==> src/rtl/laserdistance_pkg.sv <==
// Shared definitions for the laser distance averager: state encodings and
// controller constants, also imported by the testbench.
package laserdistance_pkg;

    typedef enum logic [2:0] {
        ST_IDLE  = 3'd0,
        ST_FIRE  = 3'd1,
        ST_GAP   = 3'd2,
        ST_COUNT = 3'd3,
        ST_DONE  = 3'd4,
        ST_ERR   = 3'd5
    } ld_state_e;

    // Laser pulse down-counter width; holds PULSE_CYCLES-1 for PULSE_CYCLES up to 15.
    localparam int PULSE_W = 4;

endpackage

==> src/rtl/laser_avg_dp.sv <==
// Datapath for the distance averager: per-shot counter, accumulator, shot
// index and the held result D, all moved by strobes from the controller.
module laser_avg_dp #(
    parameter int WIDTH    = 16,
    parameter int AVG_LOG2 = 2
) (
    input  logic             clk,
    input  logic             reset,
    input  logic             clr_meas_i,
    input  logic             clr_cnt_i,
    input  logic             inc_i,
    input  logic             acc_i,
    input  logic             load_i,
    output logic [WIDTH-1:0] cnt_o,
    output logic             last_shot_o,
    output logic [WIDTH-1:0] d_o
);

    localparam int AW = WIDTH + AVG_LOG2;
    localparam logic [AVG_LOG2:0] LAST_IDX = (AVG_LOG2 + 1)'((1 << AVG_LOG2) - 1);

    logic [WIDTH-1:0]  cnt_q, cnt_d;
    logic [AW-1:0]     acc_q, acc_d;
    logic [AVG_LOG2:0] idx_q, idx_d;
    logic [WIDTH-1:0]  d_q, d_d;
    logic [AW-1:0]     acc_sum;

    // The final shot is accumulated and averaged on the same edge, so D
    // is taken from the sum including the current shot.
    assign acc_sum = acc_q + AW'(cnt_q);

    always_comb begin
        cnt_d = cnt_q;
        acc_d = acc_q;
        idx_d = idx_q;
        d_d   = d_q;
        if (clr_cnt_i) begin
            cnt_d = '0;
        end else if (inc_i) begin
            cnt_d = cnt_q + WIDTH'(1);
        end
        if (clr_meas_i) begin
            acc_d = '0;
            idx_d = '0;
        end else if (acc_i) begin
            acc_d = acc_sum;
            idx_d = idx_q + (AVG_LOG2 + 1)'(1);
        end
        if (load_i) begin
            d_d = WIDTH'(acc_sum >> AVG_LOG2);
        end
    end

    always_ff @(posedge clk) begin
        if (!reset) begin
            cnt_q <= '0;
            acc_q <= '0;
            idx_q <= '0;
            d_q   <= '0;
        end else begin
            cnt_q <= cnt_d;
            acc_q <= acc_d;
            idx_q <= idx_d;
            d_q   <= d_d;
        end
    end

    assign cnt_o       = cnt_q;
    assign last_shot_o = (idx_q == LAST_IDX);
    assign d_o         = d_q;

endmodule

==> src/rtl/laser_distance_avg.sv <==
// Laser rangefinder controller: fires 2**AVG_LOG2 shots, times each
// reflection and reports the truncated average distance in clock cycles.
//
//   state | meaning
//   IDLE  | waiting for start button B
//   FIRE  | laser on for PULSE_CYCLES cycles
//   GAP   | one cycle, shot counter cleared
//   COUNT | counting cycles until sensor S reflects or timeout
//   DONE  | averaged result loaded into D, valid pulse
//   ERR   | shot timed out, valid+err pulse, D kept
module laser_distance_avg
    import laserdistance_pkg::*;
#(
    parameter int WIDTH        = 16,
    parameter int AVG_LOG2     = 2,
    parameter int PULSE_CYCLES = 1,
    parameter int TIMEOUT      = 1000
) (
    input  logic             clk,
    input  logic             reset,
    input  logic             B,
    input  logic             S,
    output logic             L,
    output logic [WIDTH-1:0] D,
    output logic             valid,
    output logic             err,
    output logic             busy
);

    localparam logic [PULSE_W-1:0] PULSE_LAST = PULSE_W'(PULSE_CYCLES - 1);
    localparam logic [WIDTH-1:0]   TO_LAST    = WIDTH'(TIMEOUT - 1);

    ld_state_e          state_q;
    logic [PULSE_W-1:0] pulse_q;
    logic               valid_q;
    logic               err_q;

    logic             clr_meas, clr_cnt, inc, acc, load;
    logic [WIDTH-1:0] cnt;
    logic             last_shot;
    logic             timeout_hit;

    assign timeout_hit = (cnt == TO_LAST);

    always_comb begin
        clr_meas = (state_q == ST_IDLE) && B;
        clr_cnt  = (state_q == ST_GAP);
        inc      = (state_q == ST_COUNT) && !S;
        acc      = (state_q == ST_COUNT) && S;
        load     = acc && last_shot;
    end

    always_ff @(posedge clk) begin
        if (!reset) begin
            state_q <= ST_IDLE;
            pulse_q <= '0;
            valid_q <= 1'b0;
            err_q   <= 1'b0;
        end else begin
            valid_q <= 1'b0;
            err_q   <= 1'b0;
            case (state_q)
                ST_IDLE: begin
                    if (B) begin
                        state_q <= ST_FIRE;
                        pulse_q <= PULSE_LAST;
                    end
                end
                ST_FIRE: begin
                    if (pulse_q == '0) begin
                        state_q <= ST_GAP;
                    end else begin
                        pulse_q <= pulse_q - PULSE_W'(1);
                    end
                end
                ST_GAP: begin
                    state_q <= ST_COUNT;
                end
                ST_COUNT: begin
                    if (S) begin
                        if (last_shot) begin
                            state_q <= ST_DONE;
                            valid_q <= 1'b1;
                        end else begin
                            state_q <= ST_FIRE;
                            pulse_q <= PULSE_LAST;
                        end
                    end else if (timeout_hit) begin
                        state_q <= ST_ERR;
                        valid_q <= 1'b1;
                        err_q   <= 1'b1;
                    end
                end
                ST_DONE, ST_ERR: begin
                    state_q <= ST_IDLE;
                end
                default: begin
                    state_q <= ST_IDLE;
                end
            endcase
        end
    end

    laser_avg_dp #(
        .WIDTH    (WIDTH),
        .AVG_LOG2 (AVG_LOG2)
    ) u_dp (
        .clk         (clk),
        .reset       (reset),
        .clr_meas_i  (clr_meas),
        .clr_cnt_i   (clr_cnt),
        .inc_i       (inc),
        .acc_i       (acc),
        .load_i      (load),
        .cnt_o       (cnt),
        .last_shot_o (last_shot),
        .d_o         (D)
    );

    // Laser and busy come straight from state so they track it with no lag.
    assign L     = (state_q == ST_FIRE);
    assign busy  = (state_q != ST_IDLE);
    assign valid = valid_q;
    assign err   = err_q;

endmodule

==> config.mk <==
export PLATFORM = sky130hd
export DESIGN_NAME = laser_distance_avg
export DESIGN_NICKNAME = d
export VERILOG_FILES = /design/src/rtl/laserdistance_pkg.sv /design/src/rtl/laser_avg_dp.sv /design/src/rtl/laser_distance_avg.sv
export SDC_FILE = /design/constraint.sdc
export NUM_CORES = 1
export LEC_CHECK = 0
export BUFFER_PORTS_ARGS = -buffer_cell sky130_fd_sc_hd__buf_2
export CAP_MARGIN = 10
export CORE_MARGIN = 2
export CORE_UTILIZATION = 40
export DETAILED_ROUTE_END_ITERATION = 8
export PLACE_DENSITY = 0.54
export SYNTH_ARGS = -nofsm -noshare
export SYNTH_HDL_FRONTEND = slang
export SYNTH_SLANG_ARGS = --single-unit
export TNS_END_PERCENT = 30
==> constraint.sdc <==
create_clock -name clk -period 3.11 [get_ports clk]
set_input_delay 0.4665 -clock clk [delete_from_list [all_inputs] [get_ports clk]]
set_output_delay 0.4665 -clock clk [all_outputs]
set_load 0.01 [all_outputs]
==> results.json <==
{
  "vias_per_cell": 5.35,
  "syn_area_sq_um": 3480,
  "hold_path_depth": 2,
  "synth.distinct_cells": 61,
  "worstSkewPairLatency_ns": 0.34,
  "slew_violations": 0,
  "leakage_nw": 1.61,
  "cp_num_buf_inv": 1,
  "syn_nets": 442,
  "critical_path_arrival_ns": 2.79,
  "post_cts_resized": 0,
  "die-width_um": 97.3,
  "async_flop_share_pct": 0,
  "initial_core_util_pct": 40.5,
  "antenna_left": 0,
  "max_slew_margin_pct": 56.3,
  "r2r_cells": 9,
  "row_count": 34,
  "powerDensity_nw_per_um2": 445,
  "final_util_pct": 45.2,
  "crit_family": "simple AND/OR/NAND/NOR gates",
  "cp_max_fo": 4,
  "final.period_utilization_pct": 80.2,
  "die_h_um": 97.3,
  "coreArea_sq_um": 8590,
  "grt_pass1_wl_um": 13800,
  "cp.depth": 9,
  "grt_pass1_vias": 2811,
  "track_usage_pct": 17.9,
  "first_iter_violations": 98,
  "wl_um": 8030,
  "yosys_warnings": 0,
  "crit_path_start_kind": "flip-flop",
  "slowest_delay_ns": 0.51,
  "skew_ns": 0.00938,
  "rr_endpoint": "u_dp.d_o[10]$_SDFFE_PN0P_",
  "pre_cts_slack_ns": 0.630,
  "ys_seq_area_share_pct": 35.7,
  "cp_cell_sequence": "ha_1, inv_1, fa_1, nand2b_1, a211oi_2, or3_4, a21oi_1, or4b_1, nand3_1",
  "diodes": 0,
  "drc": 0,
  "timing.hold.ws_ns": 0.454,
  "post-dp-hpwl_um": 5850,
  "wire_per_inst_um": 14.7,
  "vias": 2928,
  "synth_cells": 417,
  "cts_root_buf": "clkbuf_8",
  "cp_data_required_time_ns": 3.40,
  "stdcell_area_sq_um": 3880,
  "worst_slew_pin_slew_ns": 0.656,
  "r2r_setup_slack_ns": 0.62,
  "place.gp.congestion": 0.881,
  "run_status": "finished clean",
  "critPathCaptureType": "flip-flop",
  "clk_path_buf_depth": 2,
  "worstReg2RegStart": "u_dp.cnt_o[0]$_SDFFE_PP0P_",
  "fin_tns_setup_ns": 0,
  "clock_sinks": 62,
  "area.growth.synth_to_final_pct": 11.7,
  "path_class": "flip-flop to flip-flop",
  "place_area_sq_um": 3660,
  "layout-drive-gt1-share_pct": 13.9,
  "syn_area_per_cell_sq_um": 8.34,
  "period_minus_slack_ns": 2.49,
  "worstHoldPathType": "input pin to flip-flop",
  "hold_viol_final": 0,
  "io_buffers": 23,
  "rsz0062_at_grt": "no",
  "overflow": 0,
  "cts_setup_buffers": 0,
  "peakVddDrop_mv": 0.321,
  "hold_end": "state_q[0]$_SDFFE_PN0P_",
  "cp_slowest_cell": "or4b_1",
  "layout_common_cells": "nand2_1 (62), dfxtp_1 (62), a21oi_1 (31)",
  "drt_pass1_iterations": 4,
  "cts_tree": "built",
  "drv_cap": 0,
  "setup_viol": 0,
  "fin_nets": 459,
  "dieArea_sq_um": 9460,
  "htree_levels": 3,
  "path_clk_slew_ns": 0.08,
  "ys.flop_type": "dfxtp_1",
  "grt_max_degree": 38,
  "synth-edff-count": 0,
  "fmax_ghz": 0.401,
  "hold_start": "B",
  "hold_buffers": 0,
  "numCtsBuffers": 9,
  "ys_ff_latch": 62,
  "io_pins": 24,
  "grt_antenna_before_repair": 0,
  "setup_ws_ns": 0.615
}
[through the flow]
step / instances / power (mW)
floorplan: 417 / 0.919
global placement: 531 / 0.956
detailed placement: 531 / 0.958
CTS: 547 / 1.76
global route: 547 / 1.80
finish: 547 / 1.73
[power by group]
| group | switching [mW] | internal [mW] |
|---|---|---|
| Sequential | 0.0127 | 0.803 |
| Clock | 0.337 | 0.453 |
| Combinational | 0.0802 | 0.0421 |
[logic make-up (layout without fill, tap and decap cells)]
logic type | Yosys count | in the layout | synth area share, %
AND/OR/NAND/NOR | 182 | 182 | 27.0
buffers and inverters | 28 | 50 | 3.56
XOR/XNOR | 22 | 22 | 5.54
adder cells (fa/ha/maj) | 21 | 21 | 7.77
multiplexers | 3 | 3 | 0.863
AO/OA/AOI/OAI | 99 | 99 | 19.6
flip-flops | 62 | 62 | 35.7
[registers in the layout, indices dropped and copies added, names as in the netlist]
register / cells
err: 1
pulse_q: 4
state_q: 3
u_dp.acc_q: 18
u_dp.cnt_o: 16
u_dp.d_o: 16
u_dp.idx_q: 3
valid: 1
[Yosys cell counts, drive strengths merged (4+ instances only)]
cell / number / share of area [%]
nand4: 5 / 0.90
nand2b: 5 / 0.90
a21o: 8 / 2.0
a31o: 5 / 1.3
nor3b: 4 / 1.2
clkbuf: 12 / 1.3
nor2: 30 / 3.2
or3: 5 / 1.0
nor3: 4 / 0.72
inv: 7 / 0.76
and2: 11 / 2.0
xnor2: 9 / 2.3
o211ai: 7 / 1.8
buf: 9 / 1.5
a21oi: 31 / 4.5
nand2: 63 / 6.9
nor2b: 6 / 1.1
dfxtp: 62 / 36
a21boi: 7 / 1.5
o21ai: 20 / 3.0
nand4b: 4 / 1.0
nand3b: 5 / 1.1
and3: 6 / 1.1
a211oi: 7 / 1.7
ha: 20 / 7.2
xor2: 13 / 3.3
nand3: 23 / 3.3
[routing by layer]
metal / GRT usage (%) / up-vias / part of all wire [%]
li1: - / 1514 / -
met1: 22.7 / 1365 / 48
met2: 30.8 / 40 / 48
met3: 4.53 / 9 / 2.7
met4: 4.17 / 0 / 1.2
met5: 0 / - / 0
[final cells by class]
class | count | area [sq um]
multi-input cells | 327 | 2110
fillers | 883 | 4710
flip-flops and latches | 62 | 1240
well taps | 108 | 135
repair buffers | 27 | 145
clock buffers | 9 | 124
clock inverters | 7 | 98.8
inverters | 7 | 26.3
[worst reg2reg max path: cells and delay by family, from the launching register on]
kind	cells	cell delay (ns)
AO/OA/AOI/OAI	2	0.38
adder cells (fa/ha/maj)	2	0.60
buffers and inverters	1	0.06
flip-flops	1	0.39
AND/OR/NAND/NOR	4	1.00
[how the worst max path moves through the flow]
stage | start | end
final | u_dp.cnt_o[0]$_SDFFE_PP0P_ | u_dp.d_o[10]$_SDFFE_PN0P_
after global routing | u_dp.cnt_o[0]$_SDFFE_PP0P_ | u_dp.d_o[10]$_SDFFE_PN0P_
after CTS | u_dp.cnt_o[0]$_SDFFE_PP0P_ | u_dp.d_o[10]$_SDFFE_PN0P_
after detailed placement | u_dp.cnt_o[0]$_SDFFE_PP0P_ | u_dp.d_o[10]$_SDFFE_PN0P_
after global placement | u_dp.cnt_o[0]$_SDFFE_PP0P_ | u_dp.d_o[10]$_SDFFE_PN0P_
after floorplan | u_dp.cnt_o[0]$_SDFFE_PP0P_ | u_dp.d_o[10]$_SDFFE_PN0P_
(Power assumes the default switching activity.)
